### src/rtl/crush_pkg.sv
// Shared definitions for the crush scheduler: FSM states, level constants
// and the level-to-mask helper used by the shared mask unit.
package crush_pkg;

    typedef enum logic [2:0] {
        IDLE   = 3'd0,
        LEVEL  = 3'd1,
        CH1    = 3'd2,
        CH2    = 3'd3,
        CH3    = 3'd4,
        COMMIT = 3'd5
    } crush_state_e;

    // Number of distinct crush levels (0..10)
    localparam int LEVELS     = 11;
    // Spacing between level thresholds: T(k) = STEP * k
    localparam int STEP       = 2000;
    // Widest sample the mask helper can describe
    localparam int MASK_MAX_W = 64;

    // Keep the top lvl+2 bits of a w-bit sample; the top level keeps everything.
    function automatic logic [MASK_MAX_W-1:0] lvl_mask(input logic [3:0] lvl, input int w);
        logic [MASK_MAX_W-1:0] m;
        int keep;
        m    = {MASK_MAX_W{1'b0}};
        keep = int'(lvl) + 2;
        for (int i = 0; i < MASK_MAX_W; i++) begin
            if ((int'(lvl) >= (LEVELS - 1)) || (i >= (w - keep))) begin
                m[i] = 1'b1;
            end else begin
                m[i] = 1'b0;
            end
        end
        return m;
    endfunction

endpackage

### src/rtl/crush_sched_if.sv
// Sample-side bus of the crush scheduler: strobe, four inputs, four
// outputs and status. The slave modport is the scheduler's view.
interface crush_sched_if #(
    parameter int W = 16
);
    logic         sample_clk;
    logic [W-1:0] sample_in0;
    logic [W-1:0] sample_in1;
    logic [W-1:0] sample_in2;
    logic [W-1:0] sample_in3;
    logic [W-1:0] sample_out0;
    logic [W-1:0] sample_out1;
    logic [W-1:0] sample_out2;
    logic [W-1:0] sample_out3;
    logic [3:0]   level;
    logic         busy;
    logic [7:0]   overrun_cnt;

    modport master (
        output sample_clk, sample_in0, sample_in1, sample_in2, sample_in3,
        input  sample_out0, sample_out1, sample_out2, sample_out3,
        input  level, busy, overrun_cnt
    );

    modport slave (
        input  sample_clk, sample_in0, sample_in1, sample_in2, sample_in3,
        output sample_out0, sample_out1, sample_out2, sample_out3,
        output level, busy, overrun_cnt
    );
endinterface

### src/rtl/crush_mask_unit.sv
// Shared bit-crusher: clears the low bits of a sample according to the
// crush level. Purely combinational; time-multiplexed over the channels.
module crush_mask_unit
    import crush_pkg::*;
#(
    parameter int W = 16
) (
    input  logic [3:0]   level,
    input  logic [W-1:0] sample,
    output logic [W-1:0] crushed
);

    logic [MASK_MAX_W-1:0] mask_s;

    // Build the level mask and apply it to the sample
    always_comb begin
        mask_s  = lvl_mask(level, W);
        crushed = sample & mask_s[W-1:0];
    end

endmodule

### src/rtl/crush_sched.sv
// Crush scheduler top: detects sample_clk rising edges, captures a frame,
// derives a crush level from channel 0, crushes channels 1..3 through one
// shared mask unit and commits all outputs together six edges later.
// Optional build macro: CRUSH_HYST_EN adds hysteresis to level changes.
module crush_sched
    import crush_pkg::*;
#(
    parameter int W    = 16,
    parameter int HYST = 256
) (
    input  logic          clk,
    input  logic          rst_n,
    crush_sched_if.slave  bus
);

    crush_state_e state_r;
    logic         prev_clk_r;
    logic [W-1:0] frame0_r, frame1_r, frame2_r, frame3_r;
    logic [W-1:0] hold1_r, hold2_r, hold3_r;
    logic [W-1:0] out0_r, out1_r, out2_r, out3_r;
    logic [3:0]   level_r;
    logic [3:0]   level_new_r;
    logic         busy_r;
    logic [7:0]   ovr_r;

    logic         rise_s;
    logic [3:0]   level_calc_s;
    logic [W-1:0] mask_in_s;
    logic [W-1:0] mask_out_s;

    // Number of thresholds T(k)+offset that the signed sample strictly exceeds
    function automatic logic [3:0] count_above(input logic [W-1:0] s, input int offset);
        int sval;
        int cnt;
        sval = int'($signed(s));
        cnt  = 0;
        for (int k = 1; k < LEVELS; k++) begin
            if (sval > ((k * STEP) + offset)) begin
                cnt = cnt + 1;
            end else begin
                cnt = cnt;
            end
        end
        return cnt[3:0];
    endfunction

    assign rise_s = bus.sample_clk & ~prev_clk_r;

`ifdef CRUSH_HYST_EN
    logic [3:0] up_s;
    logic [3:0] dn_s;

    // Level with hysteresis: move up only past T+HYST, down only below T-HYST
    always_comb begin
        up_s = count_above(frame0_r, HYST);
        dn_s = count_above(frame0_r, -HYST);
        if (up_s > level_r) begin
            level_calc_s = up_s;
        end else if (dn_s < level_r) begin
            level_calc_s = dn_s;
        end else begin
            level_calc_s = level_r;
        end
    end
`else
    // Plain level: number of thresholds exceeded by the control sample
    always_comb begin
        level_calc_s = count_above(frame0_r, 0);
    end
`endif

    // Route the channel owned by the current state into the shared masker
    always_comb begin
        mask_in_s = {W{1'b0}};
        case (state_r)
            CH1:     mask_in_s = frame1_r;
            CH2:     mask_in_s = frame2_r;
            CH3:     mask_in_s = frame3_r;
            default: mask_in_s = {W{1'b0}};
        endcase
    end

    crush_mask_unit #(.W(W)) u_mask (
        .level   (level_new_r),
        .sample  (mask_in_s),
        .crushed (mask_out_s)
    );

    // Frame sequencer, overrun counter and all registered outputs
    always_ff @(posedge clk) begin
        if (!rst_n) begin
            state_r     <= IDLE;
            prev_clk_r  <= 1'b1;
            frame0_r    <= {W{1'b0}};
            frame1_r    <= {W{1'b0}};
            frame2_r    <= {W{1'b0}};
            frame3_r    <= {W{1'b0}};
            hold1_r     <= {W{1'b0}};
            hold2_r     <= {W{1'b0}};
            hold3_r     <= {W{1'b0}};
            out0_r      <= {W{1'b0}};
            out1_r      <= {W{1'b0}};
            out2_r      <= {W{1'b0}};
            out3_r      <= {W{1'b0}};
            level_r     <= 4'd0;
            level_new_r <= 4'd0;
            busy_r      <= 1'b0;
            ovr_r       <= 8'd0;
        end else begin
            prev_clk_r <= bus.sample_clk;
            // Edges arriving while a frame is in flight (COMMIT included) are dropped
            if (rise_s && (state_r != IDLE) && (ovr_r != 8'd255)) begin
                ovr_r <= ovr_r + 8'd1;
            end
            case (state_r)
                IDLE: begin
                    if (rise_s) begin
                        frame0_r <= bus.sample_in0;
                        frame1_r <= bus.sample_in1;
                        frame2_r <= bus.sample_in2;
                        frame3_r <= bus.sample_in3;
                        busy_r   <= 1'b1;
                        state_r  <= LEVEL;
                    end
                end
                LEVEL: begin
                    level_new_r <= level_calc_s;
                    state_r     <= CH1;
                end
                CH1: begin
                    hold1_r <= mask_out_s;
                    state_r <= CH2;
                end
                CH2: begin
                    hold2_r <= mask_out_s;
                    state_r <= CH3;
                end
                CH3: begin
                    hold3_r <= mask_out_s;
                    state_r <= COMMIT;
                end
                COMMIT: begin
                    out0_r  <= frame0_r;
                    out1_r  <= hold1_r;
                    out2_r  <= hold2_r;
                    out3_r  <= hold3_r;
                    level_r <= level_new_r;
                    busy_r  <= 1'b0;
                    state_r <= IDLE;
                end
                default: begin
                    busy_r  <= 1'b0;
                    state_r <= IDLE;
                end
            endcase
        end
    end

    assign bus.sample_out0 = out0_r;
    assign bus.sample_out1 = out1_r;
    assign bus.sample_out2 = out2_r;
    assign bus.sample_out3 = out3_r;
    assign bus.level       = level_r;
    assign bus.busy        = busy_r;
    assign bus.overrun_cnt = ovr_r;

endmodule
### src/flat_wrapper.sv
// flat-port wrapper written by rule: the top's interface ports become plain ports
module crush_sched_flat import crush_pkg::*;
#(
    parameter int W    = 16,
    parameter int HYST = 256
)
  (clk, rst_n, bus_sample_clk, bus_sample_in0, bus_sample_in1, bus_sample_in2, bus_sample_in3, bus_sample_out0, bus_sample_out1, bus_sample_out2, bus_sample_out3, bus_level, bus_busy, bus_overrun_cnt);
  crush_sched_if #(.W(W)) bus_i ();
  input  logic clk;
  input  logic rst_n;
  input wire logic [$bits(bus_i.sample_clk)-1:0] bus_sample_clk;
  input wire logic [$bits(bus_i.sample_in0)-1:0] bus_sample_in0;
  input wire logic [$bits(bus_i.sample_in1)-1:0] bus_sample_in1;
  input wire logic [$bits(bus_i.sample_in2)-1:0] bus_sample_in2;
  input wire logic [$bits(bus_i.sample_in3)-1:0] bus_sample_in3;
  output wire logic [$bits(bus_i.sample_out0)-1:0] bus_sample_out0;
  output wire logic [$bits(bus_i.sample_out1)-1:0] bus_sample_out1;
  output wire logic [$bits(bus_i.sample_out2)-1:0] bus_sample_out2;
  output wire logic [$bits(bus_i.sample_out3)-1:0] bus_sample_out3;
  output wire logic [$bits(bus_i.level)-1:0] bus_level;
  output wire logic [$bits(bus_i.busy)-1:0] bus_busy;
  output wire logic [$bits(bus_i.overrun_cnt)-1:0] bus_overrun_cnt;
  assign bus_i.sample_clk = bus_sample_clk;
  assign bus_i.sample_in0 = bus_sample_in0;
  assign bus_i.sample_in1 = bus_sample_in1;
  assign bus_i.sample_in2 = bus_sample_in2;
  assign bus_i.sample_in3 = bus_sample_in3;
  assign bus_sample_out0 = bus_i.sample_out0;
  assign bus_sample_out1 = bus_i.sample_out1;
  assign bus_sample_out2 = bus_i.sample_out2;
  assign bus_sample_out3 = bus_i.sample_out3;
  assign bus_level = bus_i.level;
  assign bus_busy = bus_i.busy;
  assign bus_overrun_cnt = bus_i.overrun_cnt;
  crush_sched #(.W(W), .HYST(HYST)) u_core (.clk(clk), .rst_n(rst_n), .bus(bus_i));
endmodule
### config.mk
export PLATFORM = sky130hd
export DESIGN_NAME = crush_sched_flat
export DESIGN_NICKNAME = d
export VERILOG_FILES = /design/src/rtl/crush_pkg.sv /design/src/rtl/crush_sched_if.sv /design/src/rtl/crush_mask_unit.sv /design/src/rtl/crush_sched.sv /design/src/flat_wrapper.sv
export SDC_FILE = /design/constraint.sdc
export NUM_CORES = 1
export LEC_CHECK = 0
export CELL_PAD_IN_SITES_DETAIL_PLACEMENT = 0
export CELL_PAD_IN_SITES_GLOBAL_PLACEMENT = 2
export CORE_UTILIZATION = 32
export CTS_BUF_LIST = sky130_fd_sc_hd__clkbuf_4
export DETAILED_ROUTE_END_ITERATION = 12
export GPL_TIMING_DRIVEN = 0
export PLACE_DENSITY = 0.84
export SLEW_MARGIN = 20
export SYNTH_ARGS = -nofsm -noshare
export SYNTH_HDL_FRONTEND = slang
export SYNTH_SLANG_ARGS = --single-unit
### constraint.sdc
create_clock -name clk -period 6.7 [get_ports clk]
set_input_delay 0.67 -clock clk [delete_from_list [all_inputs] [get_ports clk]]
set_output_delay 0.67 -clock clk [all_outputs]
set_load 0.01 [all_outputs]
# After elaboration in Yosys (flattened, before gate mapping)

Index checks and enable logic that the tools add are counted.

Bits of input ports: 67
Register bits after elaboration: 197
Logic and storage cells: 121
Output and inout port bits: 77

Reductions and logical operators: 23
Bitwise logic cells: 4
Add/sub/neg operators: 12
$lt $le $gt $ge: 27
Mux-type cells: 31
Equal/unequal tests: 7

Operators by type and width:

| kind                  | count |
|---|---|
| $ge 5x32->1 const A   | 8 |
| $ge 4x32->1 const A   | 4 |
| $ge 3x32->1 const A   | 2 |
| $gt 16x15->1 const B  | 4 |
| $pmux 16 s3           | 1 |
| $ge 1x32->1 const A   | 1 |
| $ge 2x32->1 const A   | 1 |
| $gt 16x14->1 const B  | 2 |
| $gt 16x16->1 const B  | 2 |
| $mux 4                | 8 |
| $sub 6x32->32 const A | 1 |
| $add 4x2->4 const B   | 7 |
| $mux 1                | 18 |
| $and 16x16->16        | 1 |
| $gt 16x12->1 const B  | 1 |
| $gt 16x13->1 const B  | 1 |
| $logic_or 1x1->1      | 16 |
| $pmux 3 s5            | 1 |
| $add 8x1->8 const B   | 1 |
| $ne 8x8->1 const B    | 1 |
| $eq 3x2->1 const B    | 2 |
| $eq 3x3->1 const B    | 2 |
| $add 4x2->5 const B   | 1 |
| $ge 4x4->1 const B    | 1 |
| other kinds (14)      | 17 |

# Logic depth before layout (Yosys ltp)

Gate-level depths: netlist of run 1.

Depth after elaboration: 20
Mapped depth: 30
Depth with buffers taken out: 28

# Cells and area by module

From an unflattened synthesis of run 1, not the netlist that was laid out.

Cells, all modules: 1,172
Area total of the unflattened synthesis: 8,929.8 um^2

Modules (own cells, without submodules):

| module          | cells an instance | area an instance (um^2) | times used | seq. area each (um^2) |
|---|---|---|---|---|
| crush_sched     | 1,117             | 8,514.4                 | 1          | 3,943.8 |
| crush_mask_unit | 55                | 415.4                   | 1          | 0.0 |

# Worst setup path before layout of run 1

OpenSTA, ideal clock, no wires.

Path type: register to register
Start point: register u_core.frame0_r[2]
End point: register u_core.level_new_r[2]
Cell stages (with the launch flop): 28
Period minus slack after synthesis: 5.752 ns
Required time: 6.545 ns
Path buffers: 1
Setup slack: 0.948 ns
Data arrival time: 5.597 ns
Library setup time: 0.155 ns
Cells stage by stage: dfxtp_1 or4_1 or4_1 and2_1 ha_1 inv_1 a221o_1 or2_1 buf_4 inv_1 ha_1 a21o_2 a31oi_1 nor2_1 xnor2_1 a21oi_1 ha_1 xnor2_1 nor2_1 nor3_1 ha_1 nand2_1 o41ai_2 ha_1 nand2_1 xnor2_1 xnor2_1 a211oi_1

Cells in the longest elaborated chain, start to end: 20
Elaborated cells on any way between the ends: 29
Classes of those cells: 9 x add/sub; 10 x order compare; 10 x mux

Ends and longest elaborated chain:

| element                  | line               | source |
|---|---|---|
| start: declaration       | crush_sched.sv:18  | `logic [W-1:0] frame0_r, frame1_r, frame2_r, frame3_r;` |
| start signal: assignment | crush_sched.sv:94  | `frame0_r <= {W{1'b0}};` |
| start signal: assignment | crush_sched.sv:118 | `frame0_r <= bus.sample_in0;` |
| $gt 16x12->1             | crush_sched.sv:38  | `if (sval > ((k * STEP) + offset)) begin` |
| $mux 1                   | crush_sched.sv:38  |  |
| $add 1x1->2              | crush_sched.sv:39  | `cnt = cnt + 1;` |
| $mux 2                   | crush_sched.sv:38  |  |
| $add 2x1->3              | crush_sched.sv:39  |  |
| $mux 4                   | crush_sched.sv:38  |  |
| $add 4x2->4              | crush_sched.sv:39  |  |
| $mux 4                   | crush_sched.sv:38  |  |
| (+4 left out)            | n/a                |  |
| $add 4x2->4              | crush_sched.sv:39  |  |
| $mux 4                   | crush_sched.sv:38  |  |
| $add 4x2->4              | crush_sched.sv:39  |  |
| $mux 4                   | crush_sched.sv:38  |  |
| $add 4x2->4              | crush_sched.sv:39  |  |
| $mux 4                   | crush_sched.sv:38  |  |
| $add 4x2->4              | crush_sched.sv:39  |  |
| $mux 4 *                 | crush_sched.sv:38  |  |
| end signal: assignment   | crush_sched.sv:127 | `level_new_r <= level_calc_s;` |
| end: declaration         | crush_sched.sv:22  | `logic [3:0] level_new_r;` |

Mark *: on every way between the ends. The rest lies on a longest branch, timed or not.
A chain may end at the register's enable or synchronous reset.

# Final worst setup path of run 1

Ends and elaborated chain as after synthesis.

==> results of run 1 <==
==> report_power, final <==
group	internal (mW)	switching, mW
logic	0.144	0.208
clock network	0.244	0.461
registers	1.19	0.0163
==> logic make-up after synthesis <==
group,count (synthesis),share of synthesized area [%]
AND/OR/NAND/NOR,523,25.0
AO/OA/AOI/OAI,287,19.1
flip-flops,197,44.3
buffers and inverters,94,4.13
XOR/XNOR,28,3.29
multiplexers,18,2.04
adder cells (fa/ha/maj),16,2.25
==> area by class of cell <==
class,instances,area (um^2),area share [%]
Antenna cell,1,2.50,0.0224
Buffer,79,314,2.81
Clock buffer,18,135,1.21
Clock inverter,13,189,1.69
Inverter,14,52.6,0.469
Multi-Input combinational cell,872,4640,41.4
Sequential cell,197,3950,35.2
Tap cell,372,465,4.16
Timing Repair Buffer,146,1450,13.0
==> state kept, by name (all words and copies together) (netlist names) <==
register                cells
u_core.bus.sample_out1     16
u_core.hold3_r             16
u_core.bus.level            4
u_core.bus.sample_out3     16
u_core.hold1_r             16
u_core.frame1_r            16
u_core.level_new_r          4
u_core.frame3_r            16
u_core.bus.busy             1
u_core.frame2_r            16
u_core.bus.sample_out0     16
u_core.state_r              3
u_core.hold2_r             16
u_core.bus.overrun_cnt      8
u_core.frame0_r            16
u_core.prev_clk_r           1
u_core.bus.sample_out2     16
==> worst min-delay path, delay by kind of cell, from the launching register on <==
family | cells | cell delay, ns
compound gates | 1 | 0.05
simple gates | 1 | 0.05
flops | 1 | 0.34
==> cell usage in the layout (no fill, tap or decap), drive strengths merged, types with 7 or more instances in the layout <==
| cell | count |
|---|---|
| buf | 13 |
| and2 | 7 |
| clkdlybuf4s50 | 143 |
| nand2 | 385 |
| nor3 | 11 |
| xnor2 | 16 |
| nor2 | 62 |
| ha | 16 |
| clkbuf | 87 |
| o21ai | 22 |
| a21oi | 205 |
| dfxtp | 197 |
| inv | 18 |
| mux2i | 17 |
| xor2 | 10 |
==> through the flow <==
stage               worst slack (ns)  total power [mW]
finish                         0.373              2.26
global route                 0.00131              2.36
CTS                           0.0546              2.27
detailed placement            0.0134              1.57
global placement              0.0490              1.57
floorplan                      0.948              1.44
==> synth_stat cells, types with 4 or more instances <==
library cell  count  share of area, %
dfxtp_1         197                44
a31oi_1           4              0.28
nor3_1           11              0.62
o21ai_0          22               1.2
ha_1             16               2.2
nand2_1         384                16
buf_1             5              0.21
and2_1            7              0.49
xor2_1            9              0.88
o31a_1            4              0.39
o211ai_1          4              0.34
nand4_1           6              0.42
o21a_1            4              0.34
a211oi_1          4              0.34
inv_1            13              0.55
nand2b_1          6              0.42
nand3b_1          5              0.42
nor2b_1           4              0.28
or3_1             4              0.28
nand3_1           6              0.34
nor2_1           62               2.6
mux2i_1          17               1.9
xnor2_1          16               1.6
clkbuf_1         70               2.9
a21oi_1         205                12
==> worst max-delay path by stage <==
stage	startpoint	endpoint	slack, ns	depth (start not counted)
floorplan	u_core.frame0_r[2]	u_core.level_new_r[2]	0.95	27
global placement	u_core.frame0_r[11]	u_core.level_new_r[2]	0.05	28
detailed placement	u_core.frame0_r[11]	u_core.level_new_r[2]	0.01	28
CTS	u_core.frame0_r[5]	u_core.level_new_r[2]	0.05	30
global route	u_core.frame0_r[10]	u_core.level_new_r[2]	0.001	28
finish	u_core.frame0_r[2]	u_core.level_new_r[2]	0.37	27
==> repair_timing <==
item                                    4_1_cts  5_1_grt
resized for setup                             1        9
endpoints found under the setup margin        1        3
pin swaps                                     0        3
setup buffers                                 0        3
==> metal layers <==
metal  vias to the layer above  track usage, %  wire length, um
li1                       4240               -                -
met1                      3977            31.4            15600
met2                       227            35.4            14000
met3                        22            3.02             1240
met4                         0            4.94              410
met5                         -               0                0
==> metrics.csv, run 1 <==
metric;value;unit
place_hpwl;23300;um
start_util;32.9;%
wl_per_cell;18.2;um
r2r-start;u_core.frame0_r[2];
start_kind;flip-flop;
clkSinkCount;197;
clock-root-buffer;clkbuf_4;
place_inst;1678;
r2r.worst_path.cells;27;
vias_per_cell;4.95;
dr_total_vias;8466;
area_growth;25.7;%
ys.flop_type;dfxtp_1;
core;27100;um^2
chipHeight;169;um
final_util;41.3;%
drc;0;
seq_area_frac_synth;44.3;%
antenna_found_initial;1;
r2r-end;u_core.level_new_r[2];
grt_max_degree;20;
ios;144;
cp.required;7.20;ns
instances_no_fill;1712;
cts_tree;done;
synth_cell_types;83;
period_share;94.4;%
timing.reg2reg.setup_slack;0.37;ns
clock_path_buffers;2;
placed_cell_area;10800;um^2
final_area;11200;um^2
dr.pass1.iters;7;
worst_path_dominant_cell_family;simple AND/OR/NAND/NOR gates;
grt_use_total;22.1;%
htreeDepth;4;
syn_area;8910;um^2
num-nets-final;1410;
p_leak;3.59;nW
power-per-cell-area;202;nW/um^2
ys_ff_latch;197;
hp-class;flip-flop to flip-flop;
synth.yosys.warnings;0;
cts_made_buffers;17;
cap_violations;0;
endpoint_kind;flip-flop;
status;complete, no violations;
grt_pass1_vias;8113;
wl;31200;um
clk_latency;0.58;ns
async_flop_share;0;%
drt_iter0_markers;524;
cts_hold_buf;0;
slowest_delay;0.63;ns
drive_above_1_share;5.15;%
grt_first_pass_wirelength;47600;um
skew;0.0284;ns
fp.dieW;169;um
gp_congestion;0.885;
cp.arrival;6.83;ns
max-slew-margin-rel;24.6;%
io_buffers;143;
ant_nets;0;
crit_path_max_fanout;7;
clkTransAtPathRegs;0.18;ns
timing.setup.tns;0;ns
slew_violations;0;
ir_drop;0.000115;V
cp_common_cell;ha_1;
syn-num-nets;1246;
whs_path_depth;2;
path_buf_inv;3;
overflow;0;
setup_violations;0;
dieArea;28500;um^2
cp_slowest_cell;or4_1;
worst_pin_slew;1.13;ns
fmax;158;MHz
syn_inst;1163;
finalCriticalPeriod;6.33;ns
fin_hold_ws;0.451;ns
hold_viol_final;0;
synth_edf_count;0;
hold_end;u_core.bus.sample_out3[2];
crit_type;flip-flop to flip-flop;
fillerInstances;2921;
rsz0062_at_grt;false;
synth_area_per_cell;7.66;um^2
num_rows;60;
hp-start;u_core.hold3_r[2];
No activity file was read; power rests on OpenSTA's default activity.
==> inputs of run 2 (changes only) <==
REMOVE_ABC_BUFFERS = 1   (was not set)
==> run 2 against run 1 <==
- non-clock buffer count fell by 68
- clock-buffer cell count fell by 1
- critical path type unchanged
- power fell by 2.2%
- largest cell class unchanged
- via count fell by 5.7%
- setup slack improved by 0.013 ns
- critical endpoint unchanged
- die area did not move
==> metrics.csv, run 2 (synthesis results as in run 1) <==
metric;value;unit;change
status;complete, no violations;;
cts_hold_buf;0;;unchanged
wl_per_cell;14.9;um;-18%
ant_nets;0;;unchanged
dieArea;28500;um^2;unchanged
clkSinkCount;197;;unchanged
slowest_delay;0.63;ns;about the same
grt_use_total;17.3;%;-4.8 points
io_buffers;143;;unchanged
hp-class;flip-flop to flip-flop;;
num_rows;60;;unchanged
clock_path_buffers;2;;unchanged
pre_cts_slack;0.159;ns;+0.145 ns
fmax;158;MHz;+0.21%
fp.dieW;169;um;unchanged
finalCriticalPeriod;6.31;ns;-0.0135 ns
hp-start;u_core.hold1_r[4];;
setup_slack;0.387;ns;+0.0135 ns
overflow;0;;unchanged
period_share;94.2;%;-0.20 points
cp.arrival;6.80;ns;-0.03 ns
final_cell_mix;nand2_1, a21oi_1, dfxtp_1;;
clk_latency;0.61;ns;+0.03 ns
timing.setup.tns;0;ns;unchanged
final_util;40.7;%;-0.56 points
cts_tree;done;;
rsz0062_at_grt;false;;
htreeDepth;4;;unchanged
start_util;32.9;%;unchanged
cp_common_cell;ha_1;;
startpoint;u_core.frame0_r[2];;
drt_iter0_markers;495;;-5.5%
placed_cell_area;10700;um^2;-1.4%
grt_pass1_vias;7598;;-6.3%
register_area;3950;um^2;about the same
chipHeight;169;um;unchanged
clock_power_share;31.0;%;about the same
grt_first_pass_wirelength;39600;um;-17%
drc;0;;unchanged
r2r-start;u_core.frame0_r[2];;
cp.required;7.18;ns;-0.02 ns
skew;0.0422;ns;+0.0138 ns
gp_congestion;0.809;;-8.6%
mostFrequentLayoutCell;nand2_1;;
core;27100;um^2;unchanged
place_inst;1610;;-4.1%
final_area;11000;um^2;-1.4%
drive_above_1_share;6.45;%;+1.3 points
power.switching;697;uW;+1.7%
slew_violations;0;;unchanged
ios;144;;unchanged
endpoint_kind;flip-flop;;
clkTransAtPathRegs;0.19;ns;about the same
p_leak;3.55;nW;-1.0%
setup_violations;0;;unchanged
cts_made_buffers;17;;unchanged
max-slew-margin-rel;15.9;%;-8.7 points
vias_per_cell;4.85;;-1.9%
start_kind;flip-flop;;
seqPwrFrac;55.0;%;+1.7 points
path_buf_inv;2;;-1
p_comb_share;13.9;%;-1.7 points
crit_path_max_fanout;7;;unchanged
switching_share;31.5;%;+1.2 points
area_growth;23.9;%;
dr.pass1.iters;4;;-3
worst_pin_slew;1.25;ns;+0.117 ns
num-nets-final;1342;;-4.8%
internal_power;1.52;mW;-4.0%
grt_max_degree;100;;+400%
power-per-cell-area;201;nW/um^2;-0.90%
worst_path_dominant_cell_family;simple AND/OR/NAND/NOR gates;;
fillerInstances;2892;;-0.99%
clock-root-buffer;clkbuf_4;;
crit_type;flip-flop to flip-flop;;
multi_input_area;4670;um^2;+0.67%
hold_viol_final;0;;unchanged
cp_slowest_cell;or4_1;;
cap_violations;0;;unchanged
wl;24500;um;-21%
antenna_found_initial;1;;unchanged
instances_no_fill;1645;;-3.9%
dr_total_vias;7981;;-5.7%
ir_drop;0.0000959;V;-16%
place_hpwl;16500;um;-29%
[run 2: per-stage QoR]
stage	power, mW	hold WS (ns)
after floorplan	1.43	0.432
after global routing	2.33	0.468
final	2.21	0.445
after detailed placement	1.54	0.446
after CTS	2.23	0.437
after global placement	1.53	0.439
[run 2: per-layer routing]
layer	vias up	share of wire, %	track usage [%]
met4	0	0.63	3.56
li1	4100	-	-
met3	10	3.8	2.83
met1	3713	49	23.7
met2	158	46	28.7
met5	-	0	0
[run 2: final timing paths]
| path | to | slack, ns | depth (start not counted) |
|---|---|---|---|
| min | u_core.bus.sample_out1[4] | 0.45 | 2 |
| max reg2reg | u_core.level_new_r[2] | 0.39 | 26 |
| min reg2reg | u_core.bus.sample_out1[4] | 0.45 | 2 |
| max | u_core.level_new_r[2] | 0.39 | 26 |
[run 2: cell type report]
type                            count  share of cell area [%]
Timing Repair Buffer              157                    14.3
Clock inverter                     15                    1.80
Clock buffer                       17                    1.16
Inverter                           14                   0.521
Antenna cell                        1                  0.0227
Sequential cell                   197                    35.7
Multi-Input combinational cell    872                    42.3
Tap cell                          372                    4.22
[run 2: power groups by stage]
stage	Sequential, mW	Clock (mW)	Combinational (mW)
6_report	1.22	0.687	0.308
5_1_grt	1.22	0.766	0.342
4_1_cts	1.22	0.717	0.296
3_5_place_dp	1.24	0	0.294
3_3_place_gp	1.24	0	0.292
2_1_floorplan	1.23	0	0.194
[run 2: worst min-delay path, cell delays in order (launching register included)]
cell	delay, ns
dfxtp_1	0.34
nand2_1	0.06
a21oi_1	0.05
[run 2: what timing repair did]
action / 4_1_cts / 5_1_grt
hold endpoints to repair: 0 / 0
setup buffers: 0 / 2
resized for setup: 0 / 7
setup endpoints to repair: 0 / 3
